File: config.mk
export PLATFORM = sky130hd
export DESIGN_NAME = cpu_reg_reader
export DESIGN_NICKNAME = d
export VERILOG_FILES = /design/src/rtl/cpu_pkg.sv /design/src/rtl/cpu_lsb_find.sv /design/src/rtl/cpu_reg_reader.sv
export SDC_FILE = /design/constraint.sdc
export NUM_CORES = 1
export LEC_CHECK = 0
export CAP_MARGIN = 5
export CORE_UTILIZATION = 52
export CTS_CLUSTER_DIAMETER = 30
export CTS_CLUSTER_SIZE = 16
export DETAILED_ROUTE_END_ITERATION = 6
export HOLD_SLACK_MARGIN = 0.15
export PLACE_DENSITY = 0.8
export SYNTH_ARGS = -nofsm -noshare
export SYNTH_HDL_FRONTEND = slang
export SYNTH_SLANG_ARGS = --single-unit
File: constraint.sdc
create_clock -name clk -period 3.3 [get_ports clk]
set_input_delay 0.66 -clock clk [delete_from_list [all_inputs] [get_ports clk]]
set_output_delay 0.66 -clock clk [all_outputs]
set_load 0.1 [all_outputs]
File: src/rtl/cpu_pkg.sv
// -----------------------------------------------------------------------------
// cpu_pkg
// Shared constants, reader state encoding and small helpers for the CPU
// register dump block (cpu_reg_reader and its lowest-set-bit finder).
// -----------------------------------------------------------------------------
package cpu_pkg;

  localparam int NUM_REGS = 8;
  localparam int DATA_W   = 32;
  localparam int IDX_W    = 3;
  localparam int DROP_W   = 4;

  // Reader FSM: IDLE waits for a request, SEND streams the selected words.
  typedef enum logic [0:0] {
    ST_IDLE = 1'b0,
    ST_SEND = 1'b1
  } rd_state_e;

  // One-hot mask with only bit 'idx' set; used to retire a sent register.
  function automatic logic [NUM_REGS-1:0] idx_onehot(input logic [IDX_W-1:0] idx);
    logic [NUM_REGS-1:0] oh;
    oh      = {NUM_REGS{1'b0}};
    oh[idx] = 1'b1;
    return oh;
  endfunction

endpackage

File: src/rtl/cpu_lsb_find.sv
// -----------------------------------------------------------------------------
// cpu_lsb_find
// Purely combinational lowest-set-bit finder over an 8-bit register mask.
// Ports:
//   vec   in  8  register select mask
//   idx   out 3  index of lowest set bit (0 when vec is empty)
//   found out 1  vec has at least one bit set
// -----------------------------------------------------------------------------
module cpu_lsb_find
  import cpu_pkg::*;
(
  input  logic [NUM_REGS-1:0] vec,
  output logic [IDX_W-1:0]    idx,
  output logic                found
);

  // Priority encode from bit 0 upward.
  always_comb begin
    found = |vec;
    casez (vec)
      8'b???????1: idx = 3'd0;
      8'b??????10: idx = 3'd1;
      8'b?????100: idx = 3'd2;
      8'b????1000: idx = 3'd3;
      8'b???10000: idx = 3'd4;
      8'b??100000: idx = 3'd5;
      8'b?1000000: idx = 3'd6;
      8'b10000000: idx = 3'd7;
      default:     idx = 3'd0;
    endcase
  end

endmodule

File: src/rtl/cpu_reg_reader.sv
// -----------------------------------------------------------------------------
// cpu_reg_reader
// Snapshots the CPU register file on a dump request and streams the selected
// registers (lowest index first) over a valid/ready word interface.
// Ports:
//   clk, reset           clock, asynchronous active-low reset
//   reg1..reg8    in 32  register file values (reg1 = index 0)
//   OV            in  1  CPU overflow flag
//   rd_req        in  1  dump request pulse
//   rd_mask       in  8  register select, sampled with rd_req
//   out_ready     in  1  downstream accepts the current word
//   out_valid/out_data/out_idx/out_last  out  word stream
//   busy          out 1  dump in progress
//   ov_sticky     out 1  OV seen since the last accepted request
//   drop_cnt      out 4  saturating count of requests ignored while busy
// -----------------------------------------------------------------------------
module cpu_reg_reader
  import cpu_pkg::*;
(
  input  logic              clk,
  input  logic              reset,
  input  logic [DATA_W-1:0] reg1,
  input  logic [DATA_W-1:0] reg2,
  input  logic [DATA_W-1:0] reg3,
  input  logic [DATA_W-1:0] reg4,
  input  logic [DATA_W-1:0] reg5,
  input  logic [DATA_W-1:0] reg6,
  input  logic [DATA_W-1:0] reg7,
  input  logic [DATA_W-1:0] reg8,
  input  logic              OV,
  input  logic              rd_req,
  input  logic [NUM_REGS-1:0] rd_mask,
  input  logic              out_ready,
  output logic              out_valid,
  output logic [DATA_W-1:0] out_data,
  output logic [IDX_W-1:0]  out_idx,
  output logic              out_last,
  output logic              busy,
  output logic              ov_sticky,
  output logic [DROP_W-1:0] drop_cnt
);

  localparam logic [DROP_W-1:0] DROP_MAX = {DROP_W{1'b1}};
  localparam logic [DROP_W-1:0] DROP_ONE = {{(DROP_W-1){1'b0}}, 1'b1};

  rd_state_e           state_r, state_nxt_s;
  logic [NUM_REGS-1:0] mask_r, mask_nxt_s;
  logic [DATA_W-1:0]   snap_r [NUM_REGS];
  logic [DATA_W-1:0]   regs_s [NUM_REGS];

  logic                accept_s, xfer_s, drop_s;
  logic [IDX_W-1:0]    lsb_idx_s;
  logic                lsb_found_s;
  logic [NUM_REGS-1:0] rem_s;
  logic [IDX_W-1:0]    rem_idx_s;
  logic                rem_found_s;

  logic                out_valid_r, out_last_r, busy_r, ov_sticky_r;
  logic [DATA_W-1:0]   out_data_r;
  logic [IDX_W-1:0]    out_idx_r;
  logic [DROP_W-1:0]   drop_cnt_r;

  logic                valid_nxt_s, last_nxt_s;
  logic [DATA_W-1:0]   data_nxt_s;
  logic [IDX_W-1:0]    idx_nxt_s;

  // Gather the flat register ports into an indexable array.
  always_comb begin
    regs_s[0] = reg1;
    regs_s[1] = reg2;
    regs_s[2] = reg3;
    regs_s[3] = reg4;
    regs_s[4] = reg5;
    regs_s[5] = reg6;
    regs_s[6] = reg7;
    regs_s[7] = reg8;
  end

  // Next-state and remaining-mask logic of the reader FSM.
  always_comb begin
    state_nxt_s = state_r;
    mask_nxt_s  = mask_r;
    accept_s    = 1'b0;
    xfer_s      = 1'b0;
    case (state_r)
      ST_IDLE: begin
        if (rd_req && (rd_mask != {NUM_REGS{1'b0}})) begin
          accept_s    = 1'b1;
          mask_nxt_s  = rd_mask;
          state_nxt_s = ST_SEND;
        end else begin
          state_nxt_s = ST_IDLE;
        end
      end
      ST_SEND: begin
        if (out_valid_r && out_ready) begin
          xfer_s     = 1'b1;
          mask_nxt_s = mask_r & ~idx_onehot(out_idx_r);
          if (mask_nxt_s == {NUM_REGS{1'b0}}) begin
            state_nxt_s = ST_IDLE;
          end else begin
            state_nxt_s = ST_SEND;
          end
        end else begin
          state_nxt_s = ST_SEND;
        end
      end
      default: begin
        state_nxt_s = ST_IDLE;
        mask_nxt_s  = {NUM_REGS{1'b0}};
      end
    endcase
  end

  // Requests arriving while a dump is still in SEND (even on its final
  // transfer edge) are dropped and counted.
  assign drop_s = rd_req && (state_r == ST_SEND);

  // Word to present next: lowest remaining bit.
  cpu_lsb_find u_lsb_cur (
    .vec   (mask_nxt_s),
    .idx   (lsb_idx_s),
    .found (lsb_found_s)
  );

  // That word is the last one when nothing remains above it.
  assign rem_s = mask_nxt_s & ~idx_onehot(lsb_idx_s);

  cpu_lsb_find u_lsb_last (
    .vec   (rem_s),
    .idx   (rem_idx_s),
    .found (rem_found_s)
  );

  // Next values of the registered word stream outputs.
  always_comb begin
    valid_nxt_s = (state_nxt_s == ST_SEND) && lsb_found_s;
    data_nxt_s  = out_data_r;
    idx_nxt_s   = out_idx_r;
    last_nxt_s  = out_last_r;
    if (accept_s) begin
      // First word comes straight from the live registers being snapshotted.
      data_nxt_s = regs_s[lsb_idx_s];
      idx_nxt_s  = lsb_idx_s;
      last_nxt_s = ~rem_found_s;
    end else if (xfer_s && (state_nxt_s == ST_SEND)) begin
      data_nxt_s = snap_r[lsb_idx_s];
      idx_nxt_s  = lsb_idx_s;
      last_nxt_s = ~rem_found_s;
    end else if (state_nxt_s == ST_IDLE) begin
      data_nxt_s = {DATA_W{1'b0}};
      idx_nxt_s  = {IDX_W{1'b0}};
      last_nxt_s = 1'b0;
    end else begin
      // Stalled: hold the presented word.
      data_nxt_s = out_data_r;
      idx_nxt_s  = out_idx_r;
      last_nxt_s = out_last_r;
    end
  end

  // FSM state and remaining mask registers.
  always_ff @(posedge clk or negedge reset) begin
    if (!reset) begin
      state_r <= ST_IDLE;
      mask_r  <= {NUM_REGS{1'b0}};
    end else begin
      state_r <= state_nxt_s;
      mask_r  <= mask_nxt_s;
    end
  end

  // Register snapshot, captured only on an accepted request.
  always_ff @(posedge clk or negedge reset) begin
    if (!reset) begin
      for (int i = 0; i < NUM_REGS; i++) begin
        snap_r[i] <= {DATA_W{1'b0}};
      end
    end else if (accept_s) begin
      for (int i = 0; i < NUM_REGS; i++) begin
        snap_r[i] <= regs_s[i];
      end
    end
  end

  // Output stream and status registers.
  always_ff @(posedge clk or negedge reset) begin
    if (!reset) begin
      out_valid_r <= 1'b0;
      out_data_r  <= {DATA_W{1'b0}};
      out_idx_r   <= {IDX_W{1'b0}};
      out_last_r  <= 1'b0;
      busy_r      <= 1'b0;
      ov_sticky_r <= 1'b0;
      drop_cnt_r  <= {DROP_W{1'b0}};
    end else begin
      out_valid_r <= valid_nxt_s;
      out_data_r  <= data_nxt_s;
      out_idx_r   <= idx_nxt_s;
      out_last_r  <= last_nxt_s;
      busy_r      <= (state_nxt_s == ST_SEND);
      // OV on the accept edge wins over the clear.
      if (OV) begin
        ov_sticky_r <= 1'b1;
      end else if (accept_s) begin
        ov_sticky_r <= 1'b0;
      end
      if (drop_s && (drop_cnt_r != DROP_MAX)) begin
        drop_cnt_r <= drop_cnt_r + DROP_ONE;
      end
    end
  end

  assign out_valid = out_valid_r;
  assign out_data  = out_data_r;
  assign out_idx   = out_idx_r;
  assign out_last  = out_last_r;
  assign busy      = busy_r;
  assign ov_sticky = ov_sticky_r;
  assign drop_cnt  = drop_cnt_r;

endmodule

==> results of run 1 <==
## logic make-up after synthesis
| logic type | Yosys count | share of synthesized area |
|---|---|---|
| adders and majority gates | 1 | 0.000786 |
| and+or+nand+nor | 1065 | 0.266 |
| xor gates and xnor gates | 2 | 0.00110 |
| muxes | 61 | 0.0409 |
| buffers and inverters | 144 | 0.0406 |
| AOI/OAI and AO/OA | 363 | 0.169 |
| DFF | 307 | 0.482 |
## cell type report
cell class                 count  area [um^2]  share of cell area
sequential                   307         7690               0.329
multi-input combinational   1492         7670               0.328
timing repair buffer         521         5030               0.215
clock buffer                  90         2000              0.0857
tap                          390          488              0.0209
clock inverter                35          422              0.0181
inverter                      12         45.0             0.00193
antenna                        1         2.50            0.000107
## path summary, 6_finish.rpt
kind,depth (start not counted),from,end
hold reg to reg,2,snap_r[95],snap_r[95]
setup / recovery,13,out_ready,out_data[27]
min in group asynchronous,2,reset,snap_r[233]
max in group asynchronous,3,reset,snap_r[254]
hold / removal,2,snap_r[95],snap_r[95]
setup reg to reg,10,out_idx[1],out_data[1]
## routing by layer
metal  GRT usage  up-vias
met5           0        -
met4       0.392        2
met3       0.120      368
met2       0.756     1533
met1       0.543     8707
li1            -     7582
## flip-flops by register name (all words and copies together) (netlist names), 3 cells and up
name,cells
snap_r,256
mask_r,8
out_idx,3
drop_cnt,4
out_data,32
## Yosys cell counts (5+ instances only)
library cell,n,area [um^2]
inv_1,12,45.0
nand2_1,938,3520
a222oi_1,20,200
o31ai_1,6,45.0
a21oi_1,53,265
o21ai_0,47,235
nor4_1,6,37.5
o21ai_1,10,50.1
nand3_1,29,145
nor2b_1,5,31.3
nand4_1,8,50.1
buf_6,6,67.6
nor3_1,12,60.1
a211oi_1,7,52.6
a32o_1,8,80.1
o22ai_1,32,200
a221o_1,14,140
buf_4,6,45.0
mux2_2,30,338
a31oi_1,24,150
nor2_1,42,158
and2_1,5,31.3
o211ai_1,12,90.1
mux2i_1,29,290
o221ai_1,28,245
a22oi_1,21,158
buf_2,30,150
a22o_1,14,123
dfrtp_1,307,7680
clkbuf_1,87,327
a211o_1,10,87.6
## tightest hold or removal path, stage by stage (launching register included)
cell and delay [ps]:
dfrtp_1 330, nand2_1 50, nand2_1 60
## per-stage QoR
stage               setup slack, ps   util  area, um^2  TNS, ps
floorplan                       204      -       15900        0
global placement               -484  0.697       20800   -19190
detailed placement             -513  0.697       20800   -22580
CTS                            3.68  0.779       23300        0
global route                  -4.06  0.781       23300    -4.06
finish                         12.1  0.781       23300        0
## power groups by stage
stage	sequential [uW]	clock, uW	combinational (uW)
final	6980	7120	16300
after detailed placement	6870	0	15500
after floorplan	8160	0	7460
after global routing	7110	7310	17100
after CTS	6880	7100	15800
after global placement	6810	0	15200
## repair_timing
item / CTS / global route
buffers inserted: 0 / 5
endpoints found under the hold margin: 73 / 0
hold buffers: 1 / 0
gates resized for setup: 0 / 12
endpoints found under the setup margin: 0 / 9
==> impl_metrics.tcl, run 1 <==
set metrics [dict create \
    cts_tree "done" \
    rrSetupSlack_ps 60 \
    routed-wl-met3_um 8260 \
    antenna_found_initial 1 \
    drt_iter0_drc 2582 \
    initial_core_util 0.533 \
    layout_common_cells "nand2_1, dfrtp_1, clkdlybuf4s50_1" \
    vias 18192 \
    p_sw_frac 0.451 \
    clock_latency_ps 570 \
    grt_pass1_vias 18476 \
    cts_buffer_depth 3 \
    synth_fp_nets 2213 \
    status "finished clean" \
    die_w_um 177 \
    drive_gt1_frac 0.182 \
    dp.cells 2716 \
    critPathMostFrequentCell "buf_4" \
    via_per_inst 6.39 \
    cp_slowest_cell "clkdlybuf4s50_1" \
    clock_power_share 0.234 \
    whs_ps 471 \
    max-cap-violations 0 \
    worstPathCellList "clkdlybuf4s50_1, buf_4, nand4_1, a2111oi_2, buf_4, o21ba_1, o21a_4, and3_1, buf_4, buf_4, o2bb2ai_1, o31ai_1, o211ai_1" \
    clock_sinks 307 \
    wl_per_cell_um 25.8 \
    crit_path_end_kind "flop" \
    p_int_uw 16700 \
    period_share 0.996 \
    nNetsFinal 2673 \
    core_area_um2 29900 \
    syn-cell-area_um2 15900 \
    max-slew-margin-rel 0.529 \
    path_max_fanout 5 \
    grt_max_degree 142 \
    port_buffers 311 \
    layout.cells.non_filler 2848 \
    ys_ff_latch 307 \
    cp_data_required_time_ps 3720 \
    peakVddDrop_mv 0.674 \
    hold_viol_final 0 \
    layout_min_cycle_time_ps 3290 \
    yosysWarnings 0 \
    syn_area_per_cell_um2 8.20 \
    firstDrtPassIters 7 \
    fp.dieH_um 177 \
    globalplace.congestion 1.02 \
    h-tree-depth 3 \
    drc 0 \
    syn_to_final_growth_pct 46.6 \
    async_flop_share 1.00 \
    grt_pass1_wl_um 109000 \
    num_rows 63 \
    synth_edf_count 0 \
    grt-ovfl-total 0 \
    fill_cells 1974 \
    setup_viol_count_final 0 \
    combinationalPowerShare 0.537 \
    synth_cells 1943 \
    hold_class "flop to flop" \
    drv_slew 0 \
    die_area_um2 31300 \
    ys_types 82 \
    routed_wl_um 73400 \
    clk_pin_slew_ps 50 \
    p_switching_uw 13700 \
    wl_met1_um 24400 \
    cp_top_family "compound AO/OA/AOI/OAI gates" \
    io_pins 312 \
    synth_ff_type "dfrtp_1" \
    path_buf_inv 5 \
    top_layer "met5" \
    numCtsBuffers 69 \
    start_kind "primary input" \
    arrival_ps 3710 \
    dr_wl_met2_um 33900 \
    antenna_left 0 \
    track_usage 0.476 \
    clock_skew_ps 21.6 \
    dp_hpwl_um 51000 \
    synth_seq_area_share 0.482 \
    power_density_nw_per_um2 1300 \
    final_common_cell "nand2_1" \
    crit_type "primary input to flop" \
    finalPower_uw 30400 \
    cts_root_buf "clkbuf_16" \
    leakage_uw 0.0112 \
    worst-slew-pin-transition_ps 707 \
    slowest_delay_ps 530 \
    power_frac_seq 0.229 \
    fmax_ghz 0.304 \
]
Note: power is estimated with default switching activity, not from simulation.
==> run 2, diff against run 1 <==
--- a/config.mk
+++ b/config.mk
@@ -5,7 +5,7 @@
 export SDC_FILE = /design/constraint.sdc
 export NUM_CORES = 1
 export LEC_CHECK = 0
-export CAP_MARGIN = 5
+export CAP_MARGIN = 40
 export CORE_UTILIZATION = 52
 export CTS_CLUSTER_DIAMETER = 30
 export CTS_CLUSTER_SIZE = 16
==> results of run 2 <==
Final layout, timing and power as in run 1 (identical DEF).
